===== config.mk =====
export PLATFORM = sky130hd
export DESIGN_NAME = game_status_controller
export DESIGN_NICKNAME = d
export VERILOG_FILES = /design/src/rtl/battleship_pkg.sv /design/src/rtl/flash_timer.sv /design/src/rtl/game_status_controller.sv
export SDC_FILE = /design/constraint.sdc
export NUM_CORES = 1
export LEC_CHECK = 0
export BUFFER_PORTS_ARGS = -buffer_cell sky130_fd_sc_hd__buf_2
export CAP_MARGIN = 20
export CORE_UTILIZATION = 45
export DETAILED_ROUTE_END_ITERATION = 10
export PLACE_DENSITY_LB_ADDON = 0.08
export SETUP_SLACK_MARGIN = 0.4
export SLEW_MARGIN = 20
export SYNTH_ARGS = -nofsm -noshare
export SYNTH_HDL_FRONTEND = slang
export SYNTH_SLANG_ARGS = --single-unit

===== constraint.sdc =====
create_clock -name clk -period 2.55 [get_ports clk]
set_clock_uncertainty 0.05 [all_clocks]
set_input_delay 0.51 -clock clk [delete_from_list [all_inputs] [get_ports clk]]
set_output_delay 0.51 -clock clk [all_outputs]
set_load 0.02 [all_outputs]

===== src/rtl/battleship_pkg.sv =====
// Shared definitions for the battleship game controller slice.
// Holds the game state encoding, the counter widths used by the display
// path, the default game parameters and a helper that sizes the flash
// countdown.
`timescale 1ns/1ps
package battleship_pkg;

   typedef enum logic [2:0] {
      ST_IDLE,
      ST_PLAY,
      ST_SHOW,
      ST_WIN,
      ST_LOSE
   } game_state_t;

   localparam int TURN_W         = 5;
   localparam int HIT_W          = 5;
   localparam int DEF_MAX_TURNS  = 20;
   localparam int DEF_SHIP_CELLS = 9;

   // A one-cycle hold still needs a one-bit counter.
   function automatic int cnt_width(input int cycles);
      return (cycles > 1) ? $clog2(cycles) : 1;
   endfunction

endpackage


===== src/rtl/flash_timer.sv =====
// Result-display hold timer.
// Ports:
//   clk, rst_n  - clock, asynchronous active-low reset
//   load        - restart the countdown from load_val
//   load_val    - cycles to count minus one
//   expire      - high during the final counted cycle
//   running     - countdown in progress
`timescale 1ns/1ps
module flash_timer #(
   parameter int W = 1
) (
   input  logic         clk,
   input  logic         rst_n,
   input  logic         load,
   input  logic [W-1:0] load_val,
   output logic         expire,
   output logic         running
);

   logic [W-1:0] cnt;

   // Running for load_val+1 cycles; expire marks the last of them.
   assign expire = running && (cnt == '0);

   always_ff @(posedge clk or negedge rst_n) begin
      if (!rst_n) begin
         cnt     <= '0;
         running <= 1'b0;
      end else if (load) begin
         cnt     <= load_val;
         running <= 1'b1;
      end else if (running) begin
         if (cnt == '0) begin
            running <= 1'b0;
         end else begin
            cnt <= cnt - 1'b1;
         end
      end
   end

endmodule


===== src/rtl/game_status_controller.sv =====
// Battleship game status controller: counts turns and hits, holds each
// shot result on the display for FLASH_CYCLES cycles, then decides between
// continuing play, win and lose.
// Ports:
//   clk, rst_n                     - clock, asynchronous active-low reset
//   start                          - begin a new game (IDLE/WIN/LOSE only)
//   shot_valid/hit/repeat          - shot result offer from the board logic
//   shot_ready                     - shot accepted this cycle (PLAY only)
//   turns_left, hits               - game counters for the display
//   hit_flash                      - showing a fresh hit
//   win, lose                      - registered game-over flags
//   busy                           - game in progress (PLAY or SHOW)
`timescale 1ns/1ps
module game_status_controller
   import battleship_pkg::*;
#(
   parameter int MAX_TURNS    = DEF_MAX_TURNS,
   parameter int SHIP_CELLS   = DEF_SHIP_CELLS,
   parameter int FLASH_CYCLES = 50_000_000
) (
   input  logic              clk,
   input  logic              rst_n,
   input  logic              start,
   input  logic              shot_valid,
   input  logic              shot_hit,
   input  logic              shot_repeat,
   output logic              shot_ready,
   output logic [TURN_W-1:0] turns_left,
   output logic [HIT_W-1:0]  hits,
   output logic              hit_flash,
   output logic              win,
   output logic              lose,
   output logic              busy
);

   localparam int                CNT_W      = cnt_width(FLASH_CYCLES);
   localparam logic [CNT_W-1:0]  FLASH_LOAD = CNT_W'(FLASH_CYCLES - 1);
   localparam logic [TURN_W-1:0] TURNS_INIT = TURN_W'(MAX_TURNS);
   localparam logic [HIT_W-1:0]  HITS_GOAL  = HIT_W'(SHIP_CELLS);

   game_state_t state, state_nxt;
   logic        accept;
   logic        new_game;
   logic        timer_expire;
   logic        timer_running;

   flash_timer #(
      .W (CNT_W)
   ) u_flash_timer (
      .clk      (clk),
      .rst_n    (rst_n),
      .load     (accept),
      .load_val (FLASH_LOAD),
      .expire   (timer_expire),
      .running  (timer_running)
   );

   assign shot_ready = (state == ST_PLAY);
   assign busy       = (state == ST_PLAY) || (state == ST_SHOW);

   always_comb begin
      state_nxt = state;
      accept    = 1'b0;
      new_game  = 1'b0;
      case (state)
         ST_IDLE, ST_WIN, ST_LOSE: begin
            if (start) begin
               state_nxt = ST_PLAY;
               new_game  = 1'b1;
            end
         end
         ST_PLAY: begin
            if (shot_valid) begin
               accept    = 1'b1;
               state_nxt = ST_SHOW;
            end
         end
         ST_SHOW: begin
            // Counters were updated at acceptance, so they are final here;
            // checking hits first gives a last-turn sinking the win.
            if (timer_expire) begin
               if (hits == HITS_GOAL) begin
                  state_nxt = ST_WIN;
               end else if (turns_left == '0) begin
                  state_nxt = ST_LOSE;
               end else begin
                  state_nxt = ST_PLAY;
               end
            end
         end
         default: state_nxt = ST_IDLE;
      endcase
   end

   always_ff @(posedge clk or negedge rst_n) begin
      if (!rst_n) begin
         state      <= ST_IDLE;
         turns_left <= TURNS_INIT;
         hits       <= '0;
         hit_flash  <= 1'b0;
         win        <= 1'b0;
         lose       <= 1'b0;
      end else begin
         state <= state_nxt;
         win   <= (state_nxt == ST_WIN);
         lose  <= (state_nxt == ST_LOSE);

         if (new_game) begin
            turns_left <= TURNS_INIT;
            hits       <= '0;
         end else if (accept && !shot_repeat) begin
            if (turns_left != '0) begin
               turns_left <= turns_left - 1'b1;
            end
            if (shot_hit && (hits < HITS_GOAL)) begin
               hits <= hits + 1'b1;
            end
         end

         if (accept) begin
            hit_flash <= shot_hit && !shot_repeat;
         end else if (state_nxt != ST_SHOW) begin
            hit_flash <= 1'b0;
         end
      end
   end

   // Timer running flag mirrors SHOW; kept for observability only.
   logic unused_ok;
   assign unused_ok = timer_running;

endmodule


==> flow_summary.toml, run 1 <==
[yosys]
synth-seq-cells = 43
netlist_instances = 246
synth_area_um2 = 2320
synthFlopType = "dfrtp_1"
ys_warn_count = 0
yosys.area.top_type_share_pct = 44.1
synth_edf_count = 0
synth_nets = 258
synthTopCellsByCount = "41 x dfrtp_1, 22 x nor2_1, 15 x or4_1"
yosysMostFrequentCell = "dfrtp_1"
avgSynthCellArea_um2 = 9.45
yosysSeqAreaShare_pct = 46.4
synth_area_leaders = "dfrtp_1 44%, or4_1 4.8%, o31ai_1 4.2%"
ys_types = 47
async_flop_share_pct = 100
post-synth-top-area-cell = "dfrtp_1"

[route]
ant_nets = 0
via_count = 1919
drt_iter0_drc = 94
drc = 0
vias_per_cell = 5.64
post_drt_wl_per_cell_um = 14.7
drtPass1Iterations = 4
drt_wl_total_mm = 4.99

[die]
die_x_um = 73.9
boundaryPins = 21
core.rowCount = 25
die_y_um = 73.9
die-area_um2 = 5460
start_util_pct = 47.9
core_um2 = 4850

[worst_setup_path]
r2r_end = "u_flash_timer.cnt[20]$_DFFE_PN0P_"
rrSetupSlack_ps = 440
cp_common_cell = "or4_4"
reg2reg_from = "u_flash_timer.cnt[17]$_DFFE_PN0P_"
crit_chain = "or3_4 -> or4_4 -> or2_1 -> or4_4 -> nand3_2"
crit_type = "reg -> reg"
cp_slowest_cell = "dfrtp_1"
worst_ep_arrival_time_ps = 2300
end_kind = "flop"
cp_slowest_stage_delay_ps = 430
start_kind = "flop"
reg2reg_depth = 5
cp_data_required_time_ps = 2740
critical_path_peak_fanout = 4

[sta]
hold_slack_ps = 235
rsz0062_at_grt = "yes"
slew_violations = 0
period_share_pct = 82.6
finalHoldViolCount = 0
fmax_mhz = 475
slew_headroom_pct = 59.7
final-setup-viol-count = 0
fin_crit_ps = 2110
setup_tns_ps = 0
tightest_slew_ps = 596

[global_route]
grt_pass1_wl_mm = 8.08
grt_pass1_vias = 1680
grt_use_total_pct = 19.8
grt_overflow_total = 0
grt_max_degree = 44
antenna_found_initial = 0

[power]
cellPowerDensity_nw_per_um2 = 800
peakVddDrop_mv = 0.434
p_leak_nw = 1.01

[clock_network]
cts-root-buf = "clkbuf_8"
clk_pin_slew_ps = 80
cts.path.max_buffers = 2
clkLatencyLatePin_ps = 300
htree_levels = 2
numCtsBuffers = 5
cts_tree = "built"
cts.sinks = 43

[place]
port_buffers = 20
dp.cells = 329
routabilityCongestion = 0.821
post-dp-hpwl_mm = 3.44

[min_path]
hold_class = "in -> async"

[cells_and_area]
area_delta_synth_final_pct = 16.1
final_nets = 284
instances_no_fill = 340
drive_gt1_share_pct = 19.0
diodes = 0

[flow_run]
cap_violations = 0

[status]
status = "complete, no violations"
[sequential cells by signal, indices dropped and copies added (netlist names)]
name                   flops
hit_flash                  1
hits                       5
lose                       1
state                      3
turns_left                 5
u_flash_timer.cnt         26
u_flash_timer.running      1
win                        1
[worst max-delay path by stage]
stage / from / endpoint / slack [ps] / depth (start not counted)
final: u_flash_timer.cnt[17]$_DFFE_PN0P_ / u_flash_timer.cnt[20]$_DFFE_PN0P_ / 440 / 5
after floorplan: u_flash_timer.cnt[17]$_DFFE_PN0P_ / u_flash_timer.cnt[20]$_DFFE_PN0P_ / 570 / 5
after detailed placement: u_flash_timer.cnt[0]$_DFFE_PN0P_ / hit_flash$_DFFE_PN0P_ / 400 / 7
after global routing: u_flash_timer.cnt[0]$_DFFE_PN0P_ / lose$_DFF_PN0_ / 390 / 7
after global placement: u_flash_timer.cnt[0]$_DFFE_PN0P_ / lose$_DFF_PN0_ / 430 / 7
after CTS: u_flash_timer.cnt[6]$_DFFE_PN0P_ / hit_flash$_DFFE_PN0P_ / 410 / 5
[area by class of cell]
type,instances,area (um^2)
Clock buffer,7,76.3
Tap cell,67,83.8
Inverter,7,26.3
Multi-Input combinational cell,184,1220
Timing Repair Buffer,31,183
Sequential cell,43,1080
Fill cell,452,2150
Clock inverter,1,30.0
[per-layer routing]
layer | wire length, um | share of wire [%] | vias up | track usage (%)
li1 | - | - | 967 | -
met1 | 2550 | 51 | 921 | 28.9
met2 | 2220 | 44 | 26 | 29.4
met3 | 166 | 3.3 | 5 | 4.53
met4 | 51 | 1.0 | 0 | 5.77
met5 | 0 | 0 | - | 0
[report_power, final]
part	switching [mW]	leakage (nW)	internal, mW
clock network	0.229	0.0524	0.293
logic	0.383	0.460	0.265
registers	0.172	0.496	0.818
[worst max-delay path: cells and delay by family, from the launching register on]
family	cells	cell delay [ps]
simple gates	5	1560
flops	1	430
[logic make-up (layout without fill, tap and decap cells)]
family          after synthesis  after routing  share of synthesized area, %
xor+xnor                      9              9                          3.39
compound gates               48             48                          13.2
buf+inv                      19             46                          3.34
mux                           2              2                         0.861
flops                        43             43                          46.4
fa+ha+maj                     6              6                          3.23
simple gates                119            119                          29.5
[through the flow]
stage	utilization (%)	total power, mW	setup WS [ps]	area [um^2]
floorplan	-	1.44	566	2320
global placement	51.9	1.63	433	2520
detailed placement	51.9	1.63	397	2520
CTS	54.3	2.16	414	2640
global route	55.7	2.31	387	2700
finish	55.7	2.16	443	2700
[repair_timing]
item / CTS / global route
hold buffers: 0 / 0
pin swaps: 0 / 3
gates resized for setup: 2 / 8
endpoints found under the setup margin: 4 / 13
buffers inserted: 0 / 3
[layout by cell type (no fill, tap or decap), drive strengths merged, types with 4 or more instances in the layout]
cell,instances
dfrtp,41
buf,31
nor2,22
or4,16
nand3,14
o31ai,13
nand2,12
o21ai,12
a21oi,11
nor3,11
or3,10
inv,7
nand4,7
clkbuf,7
nand2b,6
ha,6
xor2,5
nor4,5
xnor2,4
Note: power is estimated with default switching activity, not from simulation.
==> inputs of run 2 (changes only) <==
==> constraint.sdc (replaced) <==
create_clock -name clk -period 2.15 [get_ports clk]
set_clock_uncertainty 0.05 [all_clocks]
set_input_delay 0.43 -clock clk [delete_from_list [all_inputs] [get_ports clk]]
set_output_delay 0.43 -clock clk [all_outputs]
set_load 0.02 [all_outputs]
==> flow_summary.toml, run 2 (synthesis results as in run 1) <==
[sta]
tightest_slew_ps = 474
fmax_mhz = 482
final-setup-viol-count = 0
fin_crit_ps = 2070
fin_ws_ps = 75.7
rsz0062_at_grt = "yes"
period_share_pct = 96.5
setup_tns_ps = 0
slew_violations = 0
slew_headroom_pct = 68.4
finalHoldViolCount = 0

[flow_run]
cap_violations = 0

[cells_and_area]
diodes = 0
regMostFlops = "u_flash_timer.cnt"
stdcell_area_um2 = 3130
final_util_pct = 64.5
area_delta_synth_final_pct = 34.5
reg_top3 = "u_flash_timer.cnt: 26 flops, hits: 5 flops, turns_left: 5 flops"
final_nets = 308
drive_gt1_share_pct = 35.7
ff_latch_area_um2 = 1080
layout_common_cells = "38 x dfrtp_1, 29 x buf_4, 20 x nor2_1, 20 x buf_2, 15 x or4_1"
final_common_cell = "dfrtp_1"
multiInputGateArea_um2 = 1400
largest_register_ffs = 26
fillerInstances = 408

[worst_setup_path]
reg2reg_from = "u_flash_timer.cnt[17]$_DFFE_PN0P_"
crit_chain = "or3_4 -> or4_4 -> or2_1 -> or4_1 -> nand3_1"
end_kind = "flop"
cp_slowest_stage_delay_ps = 430
cp_data_required_time_ps = 2340
start_kind = "flop"
cp_top_family = "simple AND/OR/NAND/NOR gates"
crit_type = "reg -> reg"
critPathBufInv = 0
worst_ep_arrival_time_ps = 2260
cp_slowest_cell = "or4_4"
crit_start = "u_flash_timer.cnt[17]$_DFFE_PN0P_"
critical_path_peak_fanout = 3

[die]
core_um2 = 4850
die_x_um = 73.9
core.rowCount = 25
boundaryPins = 21
start_util_pct = 47.9
die-area_um2 = 5460
die_y_um = 73.9

[place]
port_buffers = 20
pre_cts_ws_ps = 98.0
detailed_place.area_um2 = 2630
post-dp-hpwl_mm = 3.61
routabilityCongestion = 0.763

[route]
vias_per_cell = 5.71
drtPass1Iterations = 4
drt_iter0_drc = 77
post_drt_wl_per_cell_um = 15.7
drc = 0
ant_nets = 0
via_count = 2079
drt_wl_total_mm = 5.72

[clock_network]
htree_levels = 2
cts.path.max_buffers = 2
cts.sinks = 43
clk_pin_slew_ps = 90
cts_tree = "built"
clkLatencyLatePin_ps = 300
numCtsBuffers = 5
hold_buffers = 0
cts-root-buf = "clkbuf_8"

[global_route]
grt_overflow_total = 0
grt_pass1_wl_mm = 9.17
grt_use_total_pct = 22.4
grt_pass1_vias = 1970
grt_max_degree = 25
antenna_found_initial = 0

[min_path]
hold_class = "in -> async"

[power]
cellPowerDensity_nw_per_um2 = 926
p_leak_nw = 1.20
peakVddDrop_mv = 0.521

[status]
status = "complete, no violations"
[run 2: through the flow]
stage	total power, mW	instances	hold slack [ps]
final	2.90	364	23.0
after CTS	2.84	359	39.9
after floorplan	1.72	246	84.4
after global placement	1.96	337	370
after detailed placement	1.96	337	368
after global routing	3.09	364	68.3
[run 2: layout make-up]
cell class                      count  share of cell area (%)
Inverter                            7                   0.840
Multi-Input combinational cell    184                    44.6
Clock buffer                        5                    2.20
Sequential cell                    43                    34.6
Clock inverter                      3                    2.16
Tap cell                           67                    2.68
Timing Repair Buffer               55                    12.9
[run 2: per-layer routing]
| metal | wire length, um | track usage (%) | up-vias |
|---|---|---|---|
| li1 | - | - | 1012 |
| met1 | 2880 | 32.8 | 1023 |
| met2 | 2600 | 32.9 | 34 |
| met3 | 140 | 3.84 | 10 |
| met4 | 96 | 8.33 | 0 |
| met5 | 0 | 0 | - |
[run 2: final timing paths]
kind / endpoint / slack [ps] / depth (start not counted)
setup / recovery: u_flash_timer.cnt[20]$_DFFE_PN0P_ / 80 / 5
hold / removal: u_flash_timer.cnt[25]$_DFFE_PN0P_ / 20 / 1
setup reg to reg: u_flash_timer.cnt[20]$_DFFE_PN0P_ / 80 / 5
hold reg to reg: hit_flash$_DFFE_PN0P_ / 490 / 1
max in group asynchronous: turns_left[2]$_DFFE_PN1P_ / 1460 / 2
min in group clk: hit_flash$_DFFE_PN0P_ / 350 / 2
[run 2: where the power goes]
part / internal, mW / switching [mW]
combinational: 0.427 / 0.538
sequential: 0.972 / 0.203
clock: 0.463 / 0.293
[run 2: what timing repair did]
action / CTS / global route
pin swaps: 26 / 11
cloned: 1 / 0
gates resized for setup: 27 / 25
setup buffers: 13 / 5
endpoints found under the setup margin: 34 / 41
==> inputs of run 3 (changes only) <==
--- a/config.mk
+++ b/config.mk
@@ -7,6 +7,7 @@
 export LEC_CHECK = 0
 export BUFFER_PORTS_ARGS = -buffer_cell sky130_fd_sc_hd__buf_2
 export CAP_MARGIN = 20
+export CORE_ASPECT_RATIO = 0.9
 export CORE_UTILIZATION = 45
 export DETAILED_ROUTE_END_ITERATION = 10
 export PLACE_DENSITY_LB_ADDON = 0.08
@@ -14,4 +15,5 @@
 export SLEW_MARGIN = 20
 export SYNTH_ARGS = -nofsm -noshare
 export SYNTH_HDL_FRONTEND = slang
+export SYNTH_HIERARCHICAL = 1
 export SYNTH_SLANG_ARGS = --single-unit
==> flow_summary.toml, run 3 <==
[status]
status = "finished with violations"
violations = "setup timing"

[cells_and_area]
area_delta_synth_final_pct = 46.0
final_nets = 407
fillerInstances = 445
instances_no_fill = 467
reg_top3 = "u_flash_timer/cnt: 26 flops, hits: 5 flops, turns_left: 5 flops"
largest_register_ffs = 26
regMostFlops = "u_flash_timer/cnt"
final_util_pct = 68.8
layout_common_cells = "61 x buf_4, 41 x dfrtp_1, 26 x conb_1, 24 x nand2_1, 20 x nor2_1"
diodes = 0
drive_gt1_share_pct = 38.0
final_common_cell = "buf_4"
stdcell_area_um2 = 3940

[clock_network]
clkLatencyLatePin_ps = 290
cts.sinks = 43
cts.path.max_buffers = 2
cts_tree = "built"
cts-root-buf = "clkbuf_8"
htree_levels = 2
clk_pin_slew_ps = 90
hold_buffers = 0
numCtsBuffers = 5

[place]
detailed_place.area_um2 = 3340
post-dp-hpwl_mm = 4.47
dp.cells = 433
port_buffers = 20
routabilityCongestion = 0.834

[global_route]
grt_pass1_vias = 2247
grt_use_total_pct = 21.6
antenna_found_initial = 0
grt_pass1_wl_mm = 10.9
grt_overflow_total = 0
grt_max_degree = 46

[yosys]
synth.area.mux_share_pct = 2.60
async_flop_share_pct = 100
ys_warn_count = 6
synth_adder_area_share_pct = 2.32
yosys.area.top_type_share_pct = 38.1
synth-compound-area-share_pct = 15.9
synth_area_um2 = 2700
ys_types = 61
netlist_instances = 287
yosysMostFrequentCell = "dfrtp_1"
synth_top_family_by_area = "simple AND/OR/NAND/NOR gates"
synth-simple-area-share_pct = 31.1
synthFlopType = "dfrtp_1"
synth-seq-cells = 43
yosysSeqAreaShare_pct = 40.0
post-synth-top-area-cell = "dfrtp_1"
synthXorXnorAreaFrac_pct = 3.90
synth_edf_count = 0
synth_area_leaders = "dfrtp_1 38%, nand2_1 3.5%, or4_1 3.3%"
synthTopCellsByCount = "41 x dfrtp_1, 25 x nand2_1, 20 x nor2_1"
avgSynthCellArea_um2 = 9.39

[route]
drt_iter0_drc = 107
drc = 0
vias_per_cell = 5.46
drt_wl_total_mm = 6.88
post_drt_wl_per_cell_um = 14.7
via_count = 2552
ant_nets = 0
drtPass1Iterations = 4

[power]
p_total_mw = 4.80
p_seq_share_pct = 29.9
power.internal_mw = 2.93
switching_share_pct = 39.0
p_comb_share_pct = 54.4
p_clk_share_pct = 15.7
switching_power_mw = 1.87
cellPowerDensity_nw_per_um2 = 1220
p_leak_nw = 1.70
peakVddDrop_mv = 0.709

[worst_setup_path]
r2r_end = "u_flash_timer/cnt[21]$_DFFE_PN0P_"
end_kind = "flop"
reg2reg_depth = 6
crit_end = "u_flash_timer/cnt[21]$_DFFE_PN0P_"
crit_start = "u_flash_timer/cnt[11]$_DFFE_PN0P_"
cp_data_required_time_ps = 2330
reg2reg_from = "u_flash_timer/cnt[11]$_DFFE_PN0P_"
start_kind = "flop"
crit_type = "reg -> reg"
rrSetupSlack_ps = -170
worst_ep_arrival_time_ps = 2500
critical_path_peak_fanout = 5

[sta]
fmax_mhz = 431
period_share_pct = 108
slew_violations = 0
final-setup-viol-count = 26
fin_crit_ps = 2320
fin_ws_ps = -171
setup_tns_ps = -2580
finalHoldViolCount = 0
rsz0062_at_grt = "yes"

[die]
boundaryPins = 21
start_util_pct = 47.1
die_x_um = 83.6
core.rowCount = 26
die_y_um = 75.4
die-area_um2 = 6310
core_um2 = 5730

[min_path]
hold_class = "in -> async"

[flow_run]
cap_violations = 0
==> run 3: logic make-up (layout without fill, tap and decap cells) <==
kind of cell	Yosys count	count (layout)
AND/OR/NAND/NOR	136	136
AO/OA/AOI/OAI	58	58
flip-flops	43	43
buffers and inverters	24	110
XOR/XNOR	12	12
multiplexers	7	7
adder cells (fa/ha/maj)	5	5
other	2	26
==> run 3: how the worst min path moves through the flow <==
stage / depth (start not counted) / start / slack (ps) / end
finish: 2 / rst_n / 50 / u_flash_timer/cnt[4]$_DFFE_PN0P_
global route: 2 / rst_n / 70 / u_flash_timer/cnt[4]$_DFFE_PN0P_
CTS: 2 / rst_n / 50 / u_flash_timer/cnt[16]$_DFFE_PN0P_
detailed placement: 2 / rst_n / 380 / u_flash_timer/cnt[16]$_DFFE_PN0P_
global placement: 2 / rst_n / 380 / u_flash_timer/cnt[18]$_DFFE_PN0P_
floorplan: 0 / rst_n / 80 / hit_flash$_DFFE_PN0P_
==> run 3: what timing repair did <==
item	CTS	global route
setup endpoints to repair	34	39
buffers inserted	12	14
pin swaps	24	31
gates resized for setup	26	28
==> run 3: layout make-up <==
cell class	instances	area (um^2)	area share, %
clock buffers	5	68.8	1.75
clock inverters	3	67.6	1.72
multi-input cells	244	1880	47.6
repair buffers	92	721	18.3
inverters	10	37.5	0.954
flip-flops and latches	43	1080	27.4
well taps	70	87.6	2.23
==> run 3: critical path, stage by stage (launching register included) <==
cell and delay (ps):
dfrtp_1 390, or4_4 570, nor4_4 340, o2111ai_4 210, buf_4 190, or4_1 400, nand3_1 110
==> run 3: stage by stage <==
step / setup WS, ps / hold WS [ps]
2_1_floorplan: -156 / 84.4
3_3_place_gp: -132 / 378
3_5_place_dp: -207 / 377
4_1_cts: -154 / 54.4
5_1_grt: -248 / 65.2
6_report: -171 / 46.5
==> run 3: per-layer routing <==
layer / GRT usage (%) / vias up / part of all wire, %
met4: 2.64 / 0 / 0.77
met5: 0 / - / 0
met1: 32.2 / 1237 / 51
met3: 3.58 / 6 / 2.4
li1: - / 1281 / -
met2: 34.4 / 28 / 46
==> run 3: power groups by stage <==
stage / clock network [mW] / registers, mW / logic [mW]
after floorplan: 0 / 1.54 / 1.18
after CTS: 0.771 / 1.41 / 2.34
after global routing: 0.806 / 1.48 / 2.87
after global placement: 0 / 1.42 / 2.09
after detailed placement: 0 / 1.42 / 2.12
final: 0.755 / 1.43 / 2.61
